File: config.mk
export PLATFORM = sky130hd
export DESIGN_NAME = gate_exerciser_flat
export DESIGN_NICKNAME = d
export VERILOG_FILES = /design/src/rtl/gate_exerciser_pkg.sv /design/src/rtl/gate_exerciser_if.sv /design/src/rtl/gate_exerciser_golden.sv /design/src/rtl/gate_exerciser.sv /design/src/flat_wrapper.sv
export SDC_FILE = /design/constraint.sdc
export NUM_CORES = 1
export LEC_CHECK = 0
export ABC_CLOCK_PERIOD_IN_PS = 4350
export CAP_MARGIN = 20
export CELL_PAD_IN_SITES_DETAIL_PLACEMENT = 0
export CELL_PAD_IN_SITES_GLOBAL_PLACEMENT = 1
export CORE_MARGIN = 5
export CORE_UTILIZATION = 40
export CTS_CLUSTER_DIAMETER = 150
export CTS_CLUSTER_SIZE = 40
export DETAILED_ROUTE_END_ITERATION = 10
export GPL_TIMING_DRIVEN = 0
export PLACE_DENSITY_LB_ADDON = 0.1
export SYNTH_ARGS = -nofsm -noshare
export SYNTH_HDL_FRONTEND = slang
export SYNTH_HIERARCHICAL = 1
export SYNTH_SLANG_ARGS = --single-unit
File: constraint.sdc
create_clock -name clk -period 4.35 [get_ports clk]
set_input_delay 0.6525 -clock clk [delete_from_list [all_inputs] [get_ports clk]]
set_output_delay 0.6525 -clock clk [all_outputs]
set_load 0.005 [all_outputs]
File: src/rtl/gate_exerciser_pkg.sv
// Shared types, gate bit positions and the golden truth table for the gate exerciser.
// Both the exerciser and the testbench use these definitions.
package gate_exerciser_pkg;

  typedef enum logic [1:0] {IDLE, SETTLE, CHECK, DONE} state_e;

  localparam int NUM_GATES = 7;
  localparam int G_AND     = 0;
  localparam int G_OR      = 1;
  localparam int G_NOTX    = 2;
  localparam int G_NAND    = 3;
  localparam int G_NOR     = 4;
  localparam int G_XOR     = 5;
  localparam int G_XNOR    = 6;

  function automatic logic [NUM_GATES-1:0] golden(input logic x, input logic y);
    logic [NUM_GATES-1:0] e;
    e         = '0;
    e[G_AND]  = x & y;
    e[G_OR]   = x | y;
    e[G_NOTX] = ~x;
    e[G_NAND] = ~(x & y);
    e[G_NOR]  = ~(x | y);
    e[G_XOR]  = x ^ y;
    e[G_XNOR] = ~(x ^ y);
    return e;
  endfunction

endpackage

File: src/rtl/gate_exerciser_if.sv
// Control, stimulus and result bundle between the gate exerciser and its host/gates block.
// master drives start/abort/g; slave is the exerciser itself.
interface gate_exerciser_if #(parameter int ERR_W = 8) ();

  logic                                    start;
  logic                                    abort;
  logic                                    x;
  logic                                    y;
  logic [gate_exerciser_pkg::NUM_GATES-1:0] g;
  logic                                    busy;
  logic                                    done;
  logic                                    pass;
  logic [ERR_W-1:0]                        err_count;
  logic [1:0]                              first_fail_vec;
  logic [gate_exerciser_pkg::NUM_GATES-1:0] first_fail_mask;

  modport master (
    output start, abort, g,
    input  x, y, busy, done, pass, err_count, first_fail_vec, first_fail_mask
  );

  modport slave (
    input  start, abort, g,
    output x, y, busy, done, pass, err_count, first_fail_vec, first_fail_mask
  );

endinterface

File: src/rtl/gate_exerciser_golden.sv
// Expected gate outputs for the current stimulus vector.
// Thin wrapper so the golden table is usable as a standalone reference block.
module gate_golden
  import gate_exerciser_pkg::*;
(
  input  logic                 x_i,
  input  logic                 y_i,
  output logic [NUM_GATES-1:0] exp_o
);

  assign exp_o = golden(x_i, y_i);

endmodule

File: src/rtl/gate_exerciser.sv
// Self-test sequencer for the basic-gate block: sweeps {x,y}, compares g to the golden table,
// and reports busy/done/pass, a saturating error count and the first failing vector.
//
// state  | meaning
// IDLE   | waiting for start (abort blocks it)
// SETTLE | stimulus held while the gates block settles
// CHECK  | g sampled and compared, next vector loaded
// DONE   | one-cycle done pulse, pass latched
module gate_exerciser
  import gate_exerciser_pkg::*;
#(
  parameter int SETTLE_CYCLES = 2,
  parameter int ROUNDS        = 1,
  parameter int ERR_W         = 8
) (
  input logic             clk,
  input logic             rst_n,
  gate_exerciser_if.slave bus
);

  localparam int CW = (SETTLE_CYCLES > 1) ? $clog2(SETTLE_CYCLES) : 1;
  localparam int RW = (ROUNDS > 1) ? $clog2(ROUNDS) : 1;
  localparam logic [CW-1:0] SETTLE_LAST = CW'(SETTLE_CYCLES - 1);
  localparam logic [RW-1:0] ROUND_LAST  = RW'(ROUNDS - 1);

  state_e               state_q;
  logic [CW-1:0]        settle_q;
  logic [RW-1:0]        round_q;
  logic [1:0]           vec_q;
  logic                 busy_q;
  logic                 done_q;
  logic                 pass_q;
  logic [ERR_W-1:0]     err_q;
  logic [ERR_W-1:0]     err_d;
  logic [1:0]           ffv_q;
  logic [NUM_GATES-1:0] ffm_q;
  logic [NUM_GATES-1:0] exp_w;
  logic [NUM_GATES-1:0] diff_w;
  logic                 mismatch_w;

  gate_golden u_golden (
    .x_i   (vec_q[1]),
    .y_i   (vec_q[0]),
    .exp_o (exp_w)
  );

  always_comb begin
    diff_w     = bus.g ^ exp_w;
    mismatch_w = |diff_w;
    err_d      = (err_q == {ERR_W{1'b1}}) ? err_q : err_q + ERR_W'(1);
  end

  always_ff @(posedge clk or negedge rst_n) begin
    if (!rst_n) begin
      state_q  <= IDLE;
      settle_q <= '0;
      round_q  <= '0;
      vec_q    <= '0;
      busy_q   <= 1'b0;
      done_q   <= 1'b0;
      pass_q   <= 1'b0;
      err_q    <= '0;
      ffv_q    <= '0;
      ffm_q    <= '0;
    end else begin
      done_q <= 1'b0;
      case (state_q)
        IDLE: begin
          if (bus.start && !bus.abort) begin
            state_q  <= SETTLE;
            settle_q <= '0;
            round_q  <= '0;
            vec_q    <= '0;
            busy_q   <= 1'b1;
            pass_q   <= 1'b0;
            err_q    <= '0;
            ffv_q    <= '0;
            ffm_q    <= '0;
          end
        end
        SETTLE: begin
          if (bus.abort) begin
            state_q <= IDLE;
            busy_q  <= 1'b0;
            pass_q  <= 1'b0;
          end else if (settle_q == SETTLE_LAST) begin
            state_q <= CHECK;
          end else begin
            settle_q <= settle_q + CW'(1);
          end
        end
        CHECK: begin
          if (bus.abort) begin
            state_q <= IDLE;
            busy_q  <= 1'b0;
            pass_q  <= 1'b0;
          end else begin
            // err_q still zero means this is the first mismatch of the run
            if (mismatch_w) begin
              err_q <= err_d;
              if (err_q == '0) begin
                ffv_q <= vec_q;
                ffm_q <= diff_w;
              end
            end
            if (vec_q == 2'b11 && round_q == ROUND_LAST) begin
              state_q <= DONE;
              done_q  <= 1'b1;
            end else begin
              if (vec_q == 2'b11) round_q <= round_q + RW'(1);
              vec_q    <= vec_q + 2'd1;
              settle_q <= '0;
              state_q  <= SETTLE;
            end
          end
        end
        DONE: begin
          state_q <= IDLE;
          busy_q  <= 1'b0;
          pass_q  <= (err_q == '0);
        end
        default: state_q <= IDLE;
      endcase
    end
  end

  assign bus.x               = vec_q[1];
  assign bus.y               = vec_q[0];
  assign bus.busy            = busy_q;
  assign bus.done            = done_q;
  assign bus.pass            = pass_q;
  assign bus.err_count       = err_q;
  assign bus.first_fail_vec  = ffv_q;
  assign bus.first_fail_mask = ffm_q;

endmodule
File: src/flat_wrapper.sv
// flat-port wrapper written by rule: the top's interface ports become plain ports
module gate_exerciser_flat import gate_exerciser_pkg::*;
#(
  parameter int SETTLE_CYCLES = 2,
  parameter int ROUNDS        = 1,
  parameter int ERR_W         = 8
)
  (clk, rst_n, bus_start, bus_abort, bus_g, bus_x, bus_y, bus_busy, bus_done, bus_pass, bus_err_count, bus_first_fail_vec, bus_first_fail_mask);
  gate_exerciser_if #(.ERR_W(ERR_W)) bus_i ();
  input logic clk;
  input logic rst_n;
  input wire logic [$bits(bus_i.start)-1:0] bus_start;
  input wire logic [$bits(bus_i.abort)-1:0] bus_abort;
  input wire logic [$bits(bus_i.g)-1:0] bus_g;
  output wire logic [$bits(bus_i.x)-1:0] bus_x;
  output wire logic [$bits(bus_i.y)-1:0] bus_y;
  output wire logic [$bits(bus_i.busy)-1:0] bus_busy;
  output wire logic [$bits(bus_i.done)-1:0] bus_done;
  output wire logic [$bits(bus_i.pass)-1:0] bus_pass;
  output wire logic [$bits(bus_i.err_count)-1:0] bus_err_count;
  output wire logic [$bits(bus_i.first_fail_vec)-1:0] bus_first_fail_vec;
  output wire logic [$bits(bus_i.first_fail_mask)-1:0] bus_first_fail_mask;
  assign bus_i.start = bus_start;
  assign bus_i.abort = bus_abort;
  assign bus_i.g = bus_g;
  assign bus_x = bus_i.x;
  assign bus_y = bus_i.y;
  assign bus_busy = bus_i.busy;
  assign bus_done = bus_i.done;
  assign bus_pass = bus_i.pass;
  assign bus_err_count = bus_i.err_count;
  assign bus_first_fail_vec = bus_i.first_fail_vec;
  assign bus_first_fail_mask = bus_i.first_fail_mask;
  gate_exerciser #(.SETTLE_CYCLES(SETTLE_CYCLES), .ROUNDS(ROUNDS), .ERR_W(ERR_W)) u_core (.clk(clk), .rst_n(rst_n), .bus(bus_i));
endmodule
---- Yosys cells after proc, flatten, opt, wreduce, memory -nomap -nowiden ----
Index checks and enable logic that the tools add are counted.
storage, ports and cells
  register bits ........................... 26
  logic and storage cells ................. 95
cells by class
  $add $sub $neg .......................... 4
  equality and inequality tests ........... 15
  multiplexer cells ....................... 41
  bitwise gates (word level) .............. 9
  reductions and logical operators ........ 16
operator list
  operator                                                                 count
  8-bit two-way mux                                                        4
  7-bit two-way mux                                                        4
  2-bit two-way mux                                                        11
  5-bit AND reduction                                                      4
  8-bit one-hot mux with 2 select lines                                    1
  7-bit one-hot mux with 2 select lines                                    1
  1-bit two-way mux                                                        13
  2-bit by 1-bit inequality test with 1-bit output, second input constant  5
  1-bit one-hot mux with 3 select lines                                    3
  8-bit by 1-bit adder with 8-bit output, second input constant            1
  8-bit equality test, second input constant                               1
  8-bit logical NOT                                                        1
  2-bit inequality test, second input constant                             4
  2-bit one-hot mux with 2 select lines                                    2
  2-bit one-hot mux with 4 select lines                                    1
  7-bit OR reduction                                                       1
  7-bit XOR                                                                1
  2-bit equality test, second input constant                               3
  1-bit NOT                                                                5
  2-bit AND reduction                                                      2
  4-bit AND reduction                                                      1
  3-bit by 2-bit inequality test with 1-bit output, second input constant  1
  3-bit nonzero test                                                       1
  1-bit adder, second input constant                                       2
  11 further kinds                                                         12

---- Logic depth before layout (Yosys ltp) ----
Gate-level depths: netlist of the first run.
  word-level depth ........................ 7
  mapped depth ............................ 9

---- Modules after synthesis ----
Netlist of the first run, hierarchy kept.
by module, submodules not included
  module          times used  cells an instance  area an instance (µm²)  sequential area each (µm²)
  gate_exerciser  1           161                1471.4                  650.6
  gate_golden     1           9                  68.8                    0.0

---- Worst setup path after synthesis of the first run ----
OpenSTA, ideal clock, no wires.
  kind .................................... register to register
  from .................................... reg u_core.vec_q[1]
  to ...................................... reg u_core.err_q[4] (netlist: u_core/bus.err_count[4])
  arrival time ............................ 2.115 ns
  setup slack ............................. 2.109 ns
  cell stages (with the launch flop) ...... 7
  period minus slack after synthesis ...... 2.241 ns
  path through ............................ dfrtp_1 -> inv_1 -> ha_1 -> xor2_1 -> or4_4 -> o21a_2 -> a221o_1
RTL lines
  item                                                               RTL line                  text
  start, declared                                                    gate_exerciser.sv:29      logic [1:0] vec_q;
  start signal, assigned                                             gate_exerciser.sv:111     vec_q <= vec_q + 2'd1;
  1-bit NOT                                                          gate_exerciser_pkg.sv:21  e[G_NOTX] = ~x;
  net u_core.exp_w[2]                                                gate_exerciser.sv:37      logic [NUM_GATES-1:0] exp_w;
  7-bit XOR                                                          gate_exerciser.sv:48      diff_w = bus.g ^ exp_w;
  7-bit OR reduction                                                 gate_exerciser.sv:49      mismatch_w = |diff_w;
  2-bit by 1-bit inequality test with 1-bit output (no source line)  n/a
  5-bit AND reduction (no source line)                               n/a
  end signal, assigned                                               gate_exerciser.sv:100     err_q <= err_d;
  end, declared                                                      gate_exerciser.sv:33      logic [ERR_W-1:0] err_q;
The timed path passes the listed nets, and every way through them passes these cells.
A chain may end at the register's enable or synchronous reset.

---- Worst setup path after layout of the first run ----
  from .................................... reg u_core.vec_q[1]
  to ...................................... reg u_core.err_q[2] (netlist: u_core/bus.err_count[2])
The elaborated chain is that of the path after synthesis.

==> qor.csv, run 1 <==
metric,value,unit
crit_fanout,10,
cts_made_buffers,3,
drive_gt1_share,6.280,%
setup-violations-final,0,
drc,0,
utilization,54.41,%
vias,1365,
place_congestion,0.8175,
die_w,72.05,um
ys_warn_count,6,
drt-initial-drc-count,104,
wire_per_inst,14.91,um
post-cts-setup-buffers,0,
grt_pass1_wl,6.444,mm
root_buffer,clkbuf_8,
outcome,"complete, no violations",
synth_edf_count,0,
crit_buf_inv,2,
hpwl,2.933,mm
start_util,41.76,%
fin_crit,2.465,ns
slowest_stage,or4_4,
dp.cells,251,
grt_antenna_before_repair,0,
cellLeakagePower,0.0008389,uW
cp.arrival,2.60,ns
skew,0.004130,ns
grt.total_usage,15.56,%
tightest_slew,0.7024,ns
async_flop_share,100.0,%
rsz0062_at_grt,false,
critical_path.startpoint_type,flip-flop,
holdWs,0.5111,ns
critPathTopFamily,simple AND/OR/NAND/NOR gates,
hold_viol,0,
tns,0,ns
synth_area_leaders,"dfrtp_1 (42%), ha_1 (9.7%), o21ai_0 (7.5%), inv_1 (4.1%), xor2_1 (4.0%)",
crit_required,4.49,ns
n_antenna_cell,0,
cap_violations,0,
stdcell_count,255,
power.density,477.9,nW/um^2
area.growth.synth_to_final,30.30,%
synth_cells,170,
insertion_delay,0.27,ns
nets,231,
synth_top_area_cell,dfrtp_1,
worstSetupPathType,flip-flop to flip-flop,
min_period_over_period,56.66,%
max-slew-margin-rel,53.03,%
synth_fp_nets,193,
synth_common_cells,"dfrtp_1 (26), o21ai_0 (23), inv_1 (17)",
htree_levels,1,
ys_seq_area_share,42.24,%
io-pin-count,33,
cts.path.max_buffers,2,
vdd_ir_drop_max,0.2428,mV
placeableCoreArea,3689,sq um
viasPerCell,5.353,
cts_sinks,26,
yosysMostFrequentCell,dfrtp_1,
detail_route.first_pass.iterations,4,
die_y,72.05,um
critPathCaptureType,flip-flop,
syn_area,1540,sq um
grt_max_degree,16,
cpPeakStageDelay,0.52,ns
cts.repair.resized,0,
num_rows,22,
clkTransAtPathRegs,0.10,ns
p_total,959.1,uW
synth.top_cell.area_share,42.24,%
yosys_most_used_dff,dfrtp_1,
avgSynthCellArea,9.060,sq um
io_buffers,32,
cts_tree,yes,
min_path_type,flip-flop to flip-flop,
grt_overflow,0,
ys_ff_latch,26,
crit_chain,inv_1 -> ha_1 -> xor2_1 -> or4_4 -> nor2_2 -> buf_2 -> o221ai_1,
antenna_left,0,
die-area,5191,sq um
drv_slew,0,
fmax,0.4058,GHz
fillers,348,
cts_hold_buffers,0,
grt_pass1_vias,1355,
routed_wl,3.801,mm
synthDistinctLibCells,43,
-- layout make-up --
cell class	instances	area [sq um]	share of cell area, %
timing repair buffer	33	335.3	16.71
buffer	5	20.02	0.9975
clock buffer	3	41.29	2.057
tap	48	60.06	2.993
inverter	17	63.81	3.180
multi-input combinational	122	805.8	40.15
sequential	26	650.6	32.42
clock inverter	1	30.03	1.496
-- per-stage QoR --
stage,cell area [sq um],setup WS [ns]
after global placement,1921,1.764
after global routing,2007,1.678
after detailed placement,1936,1.771
after floorplan,1540,2.109
final,2007,1.885
after CTS,2007,1.886
-- metal layers --
metal	up-vias	share of wire [%]	global-route usage (%)
li1	673	-	-
met1	666	47	21.46
met2	24	49	25.82
met3	2	3.4	2.216
met4	0	0.50	3.758
met5	-	0	0
-- report_power, final --
| group | switching (uW) | leakage, uW | internal [uW] |
|---|---|---|---|
| Clock | 81.1 | 0.0000357 | 123 |
| Sequential | 56.4 | 0.000355 | 297 |
| Combinational | 206 | 0.000449 | 196 |
| Total | 344 | 0.000839 | 615 |
-- final timing paths --
path / from / end / slack, ns / cells after the start
setup / recovery: u_core/vec_q[1] / u_core/bus.err_count[2] / 1.89 / 7
hold / removal: u_core/round_q / u_core/round_q / 0.51 / 1
setup reg to reg: u_core/vec_q[1] / u_core/bus.err_count[2] / 1.89 / 7
hold reg to reg: u_core/round_q / u_core/round_q / 0.51 / 1
max in group asynchronous: rst_n / u_core/bus.err_count[6] / 3.02 / 2
min in group asynchronous: rst_n / u_core/bus.first_fail_mask[5] / 0.79 / 1
-- placed cells by master (no fill, tap or decap), types with 2 or more instances in the layout --
cell	count
a41oi_1	2
ha_1	12
a21oi_1	12
nor3_1	4
mux2_2	2
nand3_1	4
clkdlybuf4s50_1	32
o31ai_1	2
nand2_1	14
nand2b_1	2
clkbuf_1	4
o21ai_0	23
xor2_1	7
and3_1	3
nor2_1	7
o22ai_1	2
nand4_1	2
inv_1	17
dfrtp_1	26
clkbuf_8	3
-- kinds of logic after synthesis --
| group | count (synthesis) | synth area share, % |
|---|---|---|
| DFF | 26 | 42.24 |
| muxes | 3 | 2.112 |
| xor gates and xnor gates | 7 | 3.981 |
| AOI/OAI and AO/OA | 52 | 20.15 |
| and+or+nand+nor | 48 | 16.33 |
| buffers and inverters | 22 | 5.442 |
| adders and majority gates | 12 | 9.748 |
-- flip-flops by register name, indices dropped and copies added, names as in the netlist, 2 cells and up --
register and cells:
u_core/vec_q 2, u_core/bus.first_fail_vec 2, u_core/state_q 2, u_core/bus.first_fail_mask 7
u_core/bus.err_count 8
-- worst register-to-register path, cell delays in order (launching register included) --
cell	delay, ns
dfrtp_1	0.49
inv_1	0.13
ha_1	0.35
xor2_1	0.18
or4_4	0.52
nor2_2	0.25
buf_2	0.25
o221ai_1	0.16
No activity file was read; power rests on OpenSTA's default activity.
==> run 2, diff against run 1 <==
--- a/config.mk
+++ b/config.mk
@@ -5,12 +5,12 @@
 export SDC_FILE = /design/constraint.sdc
 export NUM_CORES = 1
 export LEC_CHECK = 0
-export ABC_CLOCK_PERIOD_IN_PS = 4350
+export ABC_CLOCK_PERIOD_IN_PS = 2550
 export CAP_MARGIN = 20
 export CELL_PAD_IN_SITES_DETAIL_PLACEMENT = 0
 export CELL_PAD_IN_SITES_GLOBAL_PLACEMENT = 1
 export CORE_MARGIN = 5
-export CORE_UTILIZATION = 40
+export CORE_UTILIZATION = 38
 export CTS_CLUSTER_DIAMETER = 150
 export CTS_CLUSTER_SIZE = 40
 export DETAILED_ROUTE_END_ITERATION = 10
==> constraint.sdc (replaced) <==
create_clock -name clk -period 2.55 [get_ports clk]
set_input_delay 0.3825 -clock clk [delete_from_list [all_inputs] [get_ports clk]]
set_output_delay 0.3825 -clock clk [all_outputs]
set_load 0.005 [all_outputs]
==> qor.csv, run 2 (same netlist as run 1, synthesis figures left out) <==
metric,value,unit,change
layout_commonest_cell,clkdlybuf4s50_1,,
die_y,73.67,um,+2.2%
power.density,773.4,nW/um^2,+62%
insertion_delay,0.26,ns,about the same
viasPerCell,5.311,,-0.78%
placeableCoreArea,3971,sq um,+7.7%
htree_levels,1,,unchanged
largest_register_ffs,8,,unchanged
grt_overflow,0,,unchanged
routed_wl,3.753,mm,-1.3%
crit_buf_inv,3,,+1
cp.arrival,2.58,ns,-0.02 ns
grt_use_met1,18.87,%,-2.6 points
die-area,5427,sq um,+4.5%
root_buffer,clkbuf_8,,
grt_antenna_before_repair,0,,unchanged
worstSetupPathType,flip-flop to flip-flop,,
outcome,"complete, no violations",,
crit_chain,inv_1 -> ha_1 -> inv_1 -> xor2_1 -> or4_1 -> nor2_2 -> clkbuf_4 -> o21ai_0 -> o21ai_0,,
critPathTopFamily,simple AND/OR/NAND/NOR gates,,
cts_made_buffers,3,,unchanged
cts_tree,yes,,
start_util,38.78,%,-3.0 points
area.growth.synth_to_final,29.73,%,
max-slew-margin-rel,53.36,%,+0.33 points
cts_hold_buffers,0,,unchanged
drive_gt1_share,7.246,%,+0.97 points
tns,0,ns,unchanged
cap_violations,0,,unchanged
detail_route.first_pass.iterations,4,,unchanged
post-cts-setup-buffers,0,,unchanged
place_area,1938,sq um,+0.13%
io-pin-count,33,,unchanged
cpPeakStageDelay,0.52,ns,about the same
hold_viol,0,,unchanged
stdcell_area,1998,sq um,-0.44%
vdd_ir_drop_max,0.3572,mV,+47%
rsz0062_at_grt,false,,
nets,231,,unchanged
tightest_slew,0.6974,ns,-0.004990 ns
place_congestion,0.8083,,-1.1%
cts_sinks,26,,unchanged
min_period_over_period,93.99,%,+37 points
grt.busiest_layer,met2,,
drt-initial-drc-count,49,,-53%
critical_path.startpoint_type,flip-flop,,
hpwl,2.968,mm,+1.2%
fmax,0.4172,GHz,+2.8%
met3_usage,2.462,%,+0.25 points
grt.total_usage,15.03,%,-0.54 points
drc,0,,unchanged
io_buffers,32,,unchanged
grt_max_degree,16,,unchanged
die_w,73.67,um,+2.2%
grt_pass1_vias,1381,,+1.9%
antenna_left,0,,unchanged
setup-violations-final,0,,unchanged
p_total,1545,uW,+61%
critPathCaptureType,flip-flop,,
mostFrequentLayoutCells,"clkdlybuf4s50_1 (32), dfrtp_1 (24), o21ai_0 (23)",,
vias,1365,,unchanged
fin_crit,2.397,ns,-0.06788 ns
grt_util_met2,26.57,%,+0.76 points
skew,0.002899,ns,-0.001231 ns
num_rows,23,,+4.5%
cts.path.max_buffers,2,,unchanged
slowest_stage,or4_1,,
crit_required,2.73,ns,-1.76 ns
grt_pass1_wl,6.417,mm,-0.42%
n_antenna_cell,0,,unchanged
clkTransAtPathRegs,0.09,ns,about the same
wire_per_inst,14.60,um,-2.0%
drv_slew,0,,unchanged
cellLeakagePower,0.0008280,uW,-1.3%
crit_fanout,10,,unchanged
min_path_type,flip-flop to flip-flop,,
cts.repair.resized,0,,unchanged
[run 2: routing by layer]
layer  up-vias  part of all wire (%)  wire length [um]
li1        674                     -                 -
met1       658                    44              1644
met2        31                    51              1915
met3         2                   4.5               170
met4         0                  0.59                22
met5         -                     0                 0
[run 2: final timing paths]
path,slack [ns],startpoint,cells after the start,endpoint
min in group asynchronous,0.53,rst_n,1,u_core/bus.err_count[0]
setup / recovery,0.15,u_core/vec_q[1],9,u_core/bus.first_fail_mask[3]
max in group asynchronous,1.48,rst_n,2,u_core/vec_q[1]
setup reg to reg,0.15,u_core/vec_q[1],9,u_core/bus.first_fail_mask[3]
hold / removal,0.49,u_core/round_q,1,u_core/round_q
hold reg to reg,0.49,u_core/round_q,1,u_core/round_q
[run 2: cell type report]
| cell class | instances | area (sq um) |
|---|---|---|
| fill | 398 | 1973 |
| multi-input combinational | 122 | 805.8 |
| inverter | 17 | 63.81 |
| tap | 50 | 62.56 |
| clock buffer | 4 | 55.05 |
| timing repair buffer | 33 | 335.3 |
| sequential | 26 | 653.1 |
| buffer | 5 | 22.52 |
[run 2: stage by stage]
stage	hold WS (ns)	util (%)	std cells	setup WS [ns]
after global placement	0.4619	48.42	252	0.1116
after CTS	0.4974	50.19	257	0.05033
after floorplan	0.08691	-	170	0.3088
after detailed placement	0.4710	48.80	253	0.08146
after global routing	0.5115	50.32	257	0.002920
final	0.4940	50.32	257	0.1533
[run 2: power breakdown]
group	leakage [uW]	internal (uW)	switching [uW]
registers	0.000351	508	94.5
clock network	0.0000288	138	126
logic	0.000448	333	346
==> run 3, diff against run 2 <==
--- a/config.mk
+++ b/config.mk
@@ -5,11 +5,11 @@
 export SDC_FILE = /design/constraint.sdc
 export NUM_CORES = 1
 export LEC_CHECK = 0
-export ABC_CLOCK_PERIOD_IN_PS = 2550
+export ABC_CLOCK_PERIOD_IN_PS = 2400
 export CAP_MARGIN = 20
 export CELL_PAD_IN_SITES_DETAIL_PLACEMENT = 0
 export CELL_PAD_IN_SITES_GLOBAL_PLACEMENT = 1
-export CORE_MARGIN = 5
+export CORE_MARGIN = 2
 export CORE_UTILIZATION = 38
 export CTS_CLUSTER_DIAMETER = 150
 export CTS_CLUSTER_SIZE = 40
==> constraint.sdc (replaced) <==
create_clock -name clk -period 2.4 [get_ports clk]
set_input_delay 0.36 -clock clk [delete_from_list [all_inputs] [get_ports clk]]
set_output_delay 0.36 -clock clk [all_outputs]
set_load 0.005 [all_outputs]
==> qor.csv, run 3 (same netlist as run 1, synthesis figures left out) <==
metric,value,unit,change
cts_hold_buffers,0,,unchanged
wire_per_inst,14.11,um,-3.3%
drc,0,,unchanged
hold_viol,0,,unchanged
stdcell_count,262,,+1.9%
num_rows,23,,unchanged
grt_antenna_before_repair,0,,unchanged
min_path_type,flip-flop to flip-flop,,
largest_register_ffs,8,,unchanged
die_w,67.67,um,-8.1%
slowest_stage,or4_4,,
insertion_delay,0.27,ns,about the same
drive_gt1_share,9.906,%,+2.7 points
crit_fanout,7,,-3
htree_levels,1,,unchanged
fin_crit,2.288,ns,-0.1082 ns
cts_made_buffers,3,,unchanged
tns,0,ns,unchanged
grt_pass1_vias,1407,,+1.9%
hp-start,u_core/round_q,,
area.growth.synth_to_final,34.28,%,
place_congestion,0.7998,,-1.1%
mostFrequentLayoutCells,"clkdlybuf4s50_1 (32), dfrtp_1 (24), o21ai_0 (23)",,
grt_overflow,0,,unchanged
max-slew-margin-rel,52.68,%,-0.68 points
cp-startpoint,u_core/vec_q[1],,
crit_required,2.56,ns,-0.17 ns
grt_pass1_wl,6.451,mm,+0.53%
cts_sinks,26,,unchanged
layout_commonest_cell,clkdlybuf4s50_1,,
p_clk_share,16.9,%,-0.2 points
die-area,4579,sq um,-16%
io-pin-count,33,,unchanged
critPathCaptureType,flip-flop,,
reg2reg_slack,0.11,ns,-0.04 ns
r2r-end,u_core/bus.err_count[4],,
dp.cells,253,,unchanged
vias,1353,,-0.88%
setup-violations-final,0,,unchanged
switching_power,618.9,uW,+9.2%
cap_violations,0,,unchanged
cp.arrival,2.45,ns,-0.13 ns
swShare,36.65,%,about the same
die_y,67.67,um,-8.1%
layout_setup_ws,0.1116,ns,-0.04176 ns
stdcell_area,2068,sq um,+3.5%
critical_path.startpoint_type,flip-flop,,
crit_chain,inv_1 -> ha_1 -> xor2_1 -> or4_4 -> o21a_4 -> a221o_1,,
power_frac_seq,37.6,%,-1.4 points
io_buffers,32,,unchanged
crit_end,u_core/bus.err_count[4],,
min_period_over_period,95.35,%,+1.4 points
drv_slew,0,,unchanged
internal-power,1070,uW,+9.3%
grt.total_usage,18.59,%,+3.6 points
n_antenna_cell,0,,unchanged
cts_tree,yes,,
power.density,816.5,nW/um^2,+5.6%
cellLeakagePower,0.0008650,uW,+4.5%
routed_wl,3.698,mm,-1.5%
reg2reg_from,u_core/vec_q[1],,
viasPerCell,5.164,,-2.8%
outcome,"complete, no violations",,
clkTransAtPathRegs,0.09,ns,about the same
place_ws,-0.06731,ns,-0.1488 ns
tightest_slew,0.7076,ns,+0.01020 ns
nets,236,,+2.2%
cts.path.max_buffers,2,,unchanged
holdWs,0.4888,ns,-0.005144 ns
antenna_left,0,,unchanged
root_buffer,clkbuf_8,,
place_area,1951,sq um,+0.65%
reg2reg_depth,6,,-3
cpPeakStageDelay,0.55,ns,+0.03 ns
fmax,0.4370,GHz,+4.7%
skew,0.003461,ns,+0.0005622 ns
combPwrFrac,45.4,%,+1.5 points
start_util,39.07,%,+0.28 points
detail_route.first_pass.iterations,4,,unchanged
grt_max_degree,16,,unchanged
hpwl,2.778,mm,-6.4%
placeableCoreArea,3943,sq um,-0.72%
drt-initial-drc-count,110,,+120%
rsz0062_at_grt,false,,
worstSetupPathType,flip-flop to flip-flop,,
vdd_ir_drop_max,0.3783,mV,+5.9%
==> run 3: cell types whose count changed in the layout (fill, tap and decap cells not counted), sizes merged <==
| cell | change |
|---|---|
| buf | +6 |
| clkbuf | -1 |
==> run 3: per-layer routing <==
layer	track usage, %	wire [um]	share of wire [%]
met5	0	0	0
met1	25.39	1758	48
met2	31.00	1787	48
met3	2.333	132	3.6
met4	4.847	19	0.51
==> run 3: metrics by stage <==
stage / utilization [%] / power, uW
after detailed placement: 49.48 / 1378
final: 52.46 / 1689
after global routing: 52.46 / 1849
after global placement: 48.78 / 1356
after floorplan: - / 1060
after CTS: 51.00 / 1668
==> run 3: power by group through the flow <==
stage                     clock (uW)  sequential (uW)  combinational [uW]
after CTS                        295              641                 732
after global placement             0              643                 713
after detailed placement           0              649                 728
after global routing             315              657                 877
final                            286              636                 767
after floorplan                    0              634                 425
==> run 3: worst max-delay path: cells and delay by family (launching register included) <==
family,cells,cell delay (ns)
AND/OR/NAND/NOR,1,0.55
XOR/XNOR,1,0.18
buffers and inverters,1,0.09
flip-flops,1,0.43
AO/OA/AOI/OAI,2,0.60
adder cells (fa/ha/maj),1,0.33
==> run 3: how the worst min path moves through the flow <==
stage	to	slack, ns	depth (start not counted)
6_report	u_core/round_q	0.49	1
5_1_grt	u_core/round_q	0.52	1
4_1_cts	u_core/round_q	0.50	1
3_5_place_dp	u_core/round_q	0.47	1
3_3_place_gp	u_core/round_q	0.46	1
2_1_floorplan	u_core/bus.busy	0.06	0
==> run 3: what timing repair did <==
item / in CTS / in global routing
buffers inserted: 0 / 5
resized for setup: 3 / 4
hold endpoints to repair: 0 / 0
endpoints found under the setup margin: 11 / 17
gates cloned: 0 / 0
pin swaps: 0 / 0
==> run 3: final cells by class <==
cell class              instances  area [sq um]
inverters                      17         63.81
plain buffers                   5         22.52
clock buffers                   4         55.05
flip-flops and latches         26         653.1
well taps                      50         62.56
multi-input cells             122         825.8
repair buffers                 38         385.4
fillers                       358          1874
